[src/rtl/mmio_pkt_mailbox.sv]
// mmio_pkt_mailbox
//   Memory-mapped packet mailbox. The CPU reaches an 8-word register window.
//   The window holds STATUS, CONTROL, TX_DATA, RX_DATA, RX_POP and CLEAR.
//   A TX FIFO carries words from the CPU to the network, and an RX FIFO
//   carries flits from the network to the CPU. The read port is registered,
//   and a level interrupt flags pending RX data or an RX overflow.
//
// Ports
//   clock, reset          rising-edge clock, async active-low reset
//   addr_in/data_in/wb_in CPU word address, write data, byte strobes
//   data_out              registered read data (1-cycle latency)
//   tx_data/tx_valid      TX FIFO head toward the network; tx_ready accepts it
//   rx_data/rx_valid      incoming flit, no backpressure
//   irq                   irq_en & (rx_nonempty | rx_overflow)

// Simple circular FIFO. Storage is not reset; only pointers and count are.
// A push into a full FIFO is accepted only when a pop happens in the same cycle.
module mmio_pkt_fifo #(
   parameter int W = 32,
   parameter int D = 8
) (
   input  logic                   clock,
   input  logic                   reset,
   input  logic                   push,
   input  logic                   pop,
   input  logic [W-1:0]           wdata,
   output logic [W-1:0]           head,
   output logic [$clog2(D):0]     count,
   output logic                   full,
   output logic                   empty
);
   localparam int AW = $clog2(D);
   localparam int CW = AW + 1;

   logic [W-1:0]  mem [D];
   logic [AW-1:0] wr_ptr, rd_ptr;
   logic          pop_eff, push_eff;

   assign empty    = (count == '0);
   assign full     = (count == CW'(D));
   assign pop_eff  = pop & ~empty;
   assign push_eff = push & (~full | pop_eff);
   assign head     = mem[rd_ptr];

   always_ff @(posedge clock or negedge reset) begin
      if (!reset) begin
         wr_ptr <= '0;
         rd_ptr <= '0;
         count  <= '0;
      end else begin
         if (push_eff) wr_ptr <= wr_ptr + AW'(1);
         if (pop_eff)  rd_ptr <= rd_ptr + AW'(1);
         count <= count + CW'(push_eff) - CW'(pop_eff);
      end
   end

   always_ff @(posedge clock) begin
      if (push_eff) mem[wr_ptr] <= wdata;
   end
endmodule

module mmio_pkt_mailbox #(
   parameter int MEMORY_BUS_WIDTH = 32,
   parameter int FIFO_DEPTH       = 8,
   parameter int BASE_WORD        = 0
) (
   input  logic                        clock,
   input  logic                        reset,
   input  logic [MEMORY_BUS_WIDTH-3:0] addr_in,
   input  logic [MEMORY_BUS_WIDTH-1:0] data_in,
   input  logic [3:0]                  wb_in,
   output logic [MEMORY_BUS_WIDTH-1:0] data_out,
   output logic [MEMORY_BUS_WIDTH-1:0] tx_data,
   output logic                        tx_valid,
   input  logic                        tx_ready,
   input  logic [MEMORY_BUS_WIDTH-1:0] rx_data,
   input  logic                        rx_valid,
   output logic                        irq
);
   localparam int W  = MEMORY_BUS_WIDTH;
   localparam int AW = W - 2;
   localparam int CW = $clog2(FIFO_DEPTH) + 1;
   localparam logic [AW-4:0] BLK = (AW-3)'(BASE_WORD >> 3);

   localparam logic [2:0] OFF_STATUS  = 3'd0;
   localparam logic [2:0] OFF_CONTROL = 3'd1;
   localparam logic [2:0] OFF_TX_DATA = 3'd2;
   localparam logic [2:0] OFF_RX_DATA = 3'd3;
   localparam logic [2:0] OFF_RX_POP  = 3'd4;
   localparam logic [2:0] OFF_CLEAR   = 3'd5;

   // decode
   logic       hit, wr;
   logic [2:0] off;

   assign hit = (addr_in[AW-1:3] == BLK);
   assign off = addr_in[2:0];
   assign wr  = hit & (|wb_in);

   // state
   logic irq_en, tx_enable, rx_ovf, tx_drop;

   // fifo hookup
   logic [W-1:0]  tx_head, rx_head;
   logic [CW-1:0] tx_count, rx_count;
   logic          tx_full, tx_empty, rx_full, rx_empty;
   logic          tx_push, tx_pop, rx_pop_req, clr;
   logic          tx_drop_set, rx_ovf_set;

   assign tx_push    = wr & (off == OFF_TX_DATA);
   assign rx_pop_req = wr & (off == OFF_RX_POP);
   assign clr        = wr & (off == OFF_CLEAR);
   assign tx_pop     = tx_valid & tx_ready;

   // A full FIFO is never empty, so the raw pop request is enough here.
   assign tx_drop_set = tx_push  & tx_full & ~tx_pop;
   assign rx_ovf_set  = rx_valid & rx_full & ~rx_pop_req;

   mmio_pkt_fifo #(.W(W), .D(FIFO_DEPTH)) u_tx_fifo (
      .clock (clock),
      .reset (reset),
      .push  (tx_push),
      .pop   (tx_pop),
      .wdata (data_in),
      .head  (tx_head),
      .count (tx_count),
      .full  (tx_full),
      .empty (tx_empty)
   );

   mmio_pkt_fifo #(.W(W), .D(FIFO_DEPTH)) u_rx_fifo (
      .clock (clock),
      .reset (reset),
      .push  (rx_valid),
      .pop   (rx_pop_req),
      .wdata (rx_data),
      .head  (rx_head),
      .count (rx_count),
      .full  (rx_full),
      .empty (rx_empty)
   );

   // control and sticky bits; a set in the same cycle as a clear wins
   always_ff @(posedge clock or negedge reset) begin
      if (!reset) begin
         irq_en    <= 1'b0;
         tx_enable <= 1'b0;
         rx_ovf    <= 1'b0;
         tx_drop   <= 1'b0;
      end else begin
         if (wr && off == OFF_CONTROL && wb_in[0]) begin
            irq_en    <= data_in[0];
            tx_enable <= data_in[1];
         end
         if (rx_ovf_set)             rx_ovf  <= 1'b1;
         else if (clr && data_in[2]) rx_ovf  <= 1'b0;
         if (tx_drop_set)            tx_drop <= 1'b1;
         else if (clr && data_in[3]) tx_drop <= 1'b0;
      end
   end

   // read mux sees pre-edge state, so RX_DATA returns the old head on a pop
   logic [W-1:0] rd_data;

   always_comb begin
      rd_data = '0;
      if (hit) begin
         case (off)
            OFF_STATUS: begin
               rd_data[0]     = ~rx_empty;
               rd_data[1]     = tx_full;
               rd_data[2]     = rx_ovf;
               rd_data[3]     = tx_drop;
               rd_data[15:8]  = 8'(rx_count);
               rd_data[23:16] = 8'(tx_count);
            end
            OFF_CONTROL: rd_data[1:0] = {tx_enable, irq_en};
            OFF_RX_DATA: rd_data      = rx_empty ? '0 : rx_head;
            default:     rd_data      = '0;
         endcase
      end
   end

   always_ff @(posedge clock or negedge reset) begin
      if (!reset) data_out <= '0;
      else        data_out <= rd_data;
   end

   // network side and interrupt, decoded from registered state
   assign tx_valid = tx_enable & ~tx_empty;
   assign tx_data  = tx_empty ? '0 : tx_head;
   assign irq      = irq_en & (~rx_empty | rx_ovf);
endmodule

[config.mk]
export PLATFORM = sky130hd
export DESIGN_NAME = mmio_pkt_mailbox
export DESIGN_NICKNAME = d
export VERILOG_FILES = /design/src/rtl/mmio_pkt_mailbox.sv
export SDC_FILE = /design/constraint.sdc
export NUM_CORES = 1
export LEC_CHECK = 0
export CAP_MARGIN = 20
export CORE_MARGIN = 2
export CORE_UTILIZATION = 60
export CTS_BUF_LIST = sky130_fd_sc_hd__clkbuf_8
export DETAILED_ROUTE_END_ITERATION = 7
export HOLD_SLACK_MARGIN = 0.1
export PLACE_DENSITY = 0.88
export SLEW_MARGIN = 20
export SYNTH_ARGS = -nofsm -noshare
export SYNTH_HDL_FRONTEND = slang
export SYNTH_SLANG_ARGS = --single-unit
[constraint.sdc]
create_clock -name clock -period 5.43 [get_ports clock]
set_input_delay 1.3575 -clock clock [delete_from_list [all_inputs] [get_ports clock]]
set_output_delay 1.3575 -clock clock [all_outputs]
set_load 0.01 [all_outputs]
==> run_results.csv <==
group,metric,value,unit
status,run_status,"finished clean",
synthesis,ys_types,50,
place,pre_cts_slack,0.941,ns
synthesis,syn_area,22000,µm²
global_route,first_global_vias,12000,
critical_path,timing.critical_path.depth,5,
floorplanning,fp.dieArea,38200,µm²
route,post_drt_wl_per_cell,24.7,µm
clocking,clock_path_buffers,3,
synthesis,library_cell_with_the_largest_summed_area_after_synthesis,"edfxtp_1",
clocking,sink_count_of_the_clock_tree,568,
run,timing.max_cap.violations,0,
clocking,cts_repair_resize_count,0,
sta,max-slew-margin-rel,34.1,%
synthesis,synth_edf_count,512,
layout,mostFrequentLayoutCell,"edfxtp_1",
synthesis,synth-async-reset-ratio,9.86,%
route,drt_drc_violations_left,0,
clocking,cts_hold_repair.buffers,0,
sta,clock.fmax,217,MHz
sta,fin_skew,0.0356,ns
synthesis,synth.area.top_cells,"edfxtp_1 70%, mux4_2 13%, dfrtp_1 6.4%",
critical_path,worstRegToRegCells,7,
critical_path,critical_path.endpoint_type,"output port",
clocking,numCtsBuffers,86,
place,dp.final_hpwl,27100,µm
place,placedInstanceArea,24400,µm²
critical_path,slowest_cell_on_the_critical_path,"dfrtp_4",
route,met3_wirelength,3700,µm
layout,final_nets,1405,
clocking,clk_root_buffer_cell,"clkbuf_8",
synthesis,yosysSeqAreaShare,76.3,%
route,route.layer.met1.wl,16400,µm
critical_path,worst-endpoint-required,4.07,ns
sta,grt_setup_unrepaired,"no",
layout,drive_above_1_share,23.5,%
clocking,clk_pin_slew_worst_paths,0.06,ns
synthesis,synth_top_flop_cell,"edfxtp_1",
critical_path,crit_path_cells,"buf_4, mux4_2, mux2i_1, nor2_1, clkdlybuf4s50_1",
layout,postLayoutCellArea,26100,µm²
synthesis,postSynthNetCount,1169,
floorplanning,die_height,195,µm
power,leakage,0.00848,µW
synthesis,syn_inst,1050,
route,number_of_iterations_in_the_first_detailed_routing_pass,5,
critical_path,cp_max_fo,36,
floorplanning,initial_core_util,60.5,%
floorplanning,dieWidth,195,µm
sta,max_slew_vio_count,0,
sta,final_number_of_setup_violating_endpoints,0,
sta,setup_slack,0.822,ns
clocking,tritoncts,"built",
layout,postLayoutCoreUtil,71.8,%
critical_path,worst-r2r-setup-slack,2.37,ns
critical_path,cp-start-kind,"flip-flop",
critical_path,number_of_buffer_and_inverter_stages_on_the_critical_path,2,
global_route,overflow,0,
route,first_iteration_detailed_routing_drc_count,877,
critical_path,timing.rr.start,"u_tx_fifo.count[2]",
sta,min_period,4.61,ns
power,total_power,9220,µW
layout,layout_common_cells,"512 x edfxtp_1, 166 x clkdlybuf4s50_1, 128 x mux4_2",
floorplanning,floorplan.io_pins,168,
route,wl_met2,23800,µm
layout,area_growth_syn_to_layout,18.7,%
global_route,global_route_wire_length_before_repair,68700,µm
route,route.antenna.remaining_nets,0,
power,vdd.ir_drop.worst,0.265,mV
critical_path,class_of_the_most_critical_setup_path,"reg2out",
critical_path,r2r-end,"u_tx_fifo.mem[6][3]",
critical_path,worst_ep_arrival_time,3.25,ns
critical_path,cp_slowest_stage_delay,0.89,ns
synthesis,yosys.area.top_type_share,69.9,%
sta,tightestPinTransition,0.989,ns
route,postRouteWirelength,45200,µm
critical_path,crit_end,"tx_data[10]",
clocking,clock_insertion_delay_worst_skew,0.62,ns
sta,timing_hold_violations_final,0,
min_path,hp-class,"reg2reg",
place,io_buffer_count,167,
synthesis,synth.avg_cell_area,20.9,µm²
synthesis,yosysWarnings,0,
power,power-per-cell-area,353,nW/µm²
route,via_per_inst,6.08,
clocking,cts_max_level,3,
critical_path,critPathTopFamily,"flip-flops",
global_route,grt_antenna_before_repair,6,
route,top_layer_used,"met5",
floorplanning,std_cell_rows,70,
sta,min_period_over_period,84.9,%
global_route,maximum_number_of_pins_on_one_net_before_global_route_repair,58,
global_route,grt.total_usage,24.3,%
synthesis,synth.ff_latch_count,568,
clocking,postCtsSetupRepairBufs,0,
floorplanning,placeableCoreArea,36300,µm²
critical_path,critPathLaunch,"u_tx_fifo.rd_ptr[0]",
route,detailroute.via_count,11100,
place,place.gp.congestion,0.827,
==> worst min-delay path, stage by stage, from the launching register on <==
cell	delay, ns
dfrtp_1	0.40
nand2_1	0.07
a21oi_1	0.05
==> metal layers <==
metal	vias to the layer above	global-route usage (%)
met2	546	42.8
met4	6	9.50
met3	116	5.39
li1	4781	-
met1	5664	29.5
met5	-	0
==> synth_stat cells (2+ instances only) <==
cell,count
mux4_2,128
nand2_1,22
xor2_1,5
fa_1,2
nor2_1,60
xnor2_1,6
inv_1,18
buf_1,9
edfxtp_1,512
a22oi_1,12
nand2b_1,3
buf_2,16
nor3b_1,6
ha_1,15
a211oi_1,6
or3b_2,2
dfrtp_1,56
nor4_1,4
nor2b_1,5
or4_1,7
o311ai_0,3
nand3_1,7
mux2_2,6
or4b_1,2
nand4_1,2
or2_2,2
a21oi_1,18
nand3b_1,3
a21o_1,3
mux2i_1,52
nor3_1,9
nor4_2,6
clkbuf_1,26
==> power breakdown <==
group | internal [µW] | switching (µW)
sequential | 5100 | 121
combinational | 263 | 423
clock | 1770 | 1540
total | 7130 | 2090
==> kinds of logic (layout without fill, tap and decap cells) <==
kind of cell,Yosys count,count (layout),synth area share (%)
fa+ha+maj,17,17,1.04
compound gates,52,52,1.60
flops,568,568,76.3
buf+inv,70,377,1.32
mux,186,186,15.8
xor+xnor,11,11,0.438
simple gates,146,146,3.56
other cells,0,3,0
==> area by class of cell <==
type / instances / area, µm²
timing repair buffer: 200 / 1930
tap: 468 / 586
inverter: 18 / 67.6
fill: 1993 / 10200
clock inverter: 63 / 344
multi-input combinational: 412 / 5060
clock buffer: 96 / 1320
sequential: 568 / 16800
antenna: 3 / 7.51
==> stage by stage <==
step,TNS (ns),std cells,hold WS [ns]
after floorplan,-11.91,1050,0.486
after global placement,0,1666,0.535
after detailed placement,0,1666,0.532
after CTS,0,1825,0.554
after global routing,0,1826,0.594
final,0,1828,0.550
==> flip-flops by register name, indices dropped and copies added (netlist names), 4 cells and up <==
| name | count |
|---|---|
| u_rx_fifo.mem | 256 |
| u_tx_fifo.mem | 256 |
| data_out | 32 |
| u_rx_fifo.count | 4 |
| u_tx_fifo.count | 4 |
==> worst min path at each step <==
stage | cells after the start | startpoint | endpoint
6_report | 2 | u_tx_fifo.count[3] | data_out[19]
5_1_grt | 1 | irq_en | irq_en
4_1_cts | 2 | u_tx_fifo.count[3] | data_out[19]
3_5_place_dp | 1 | irq_en | irq_en
3_3_place_gp | 1 | irq_en | irq_en
2_1_floorplan | 2 | rx_ovf | rx_ovf
No activity file was read; power rests on OpenSTA's default activity.
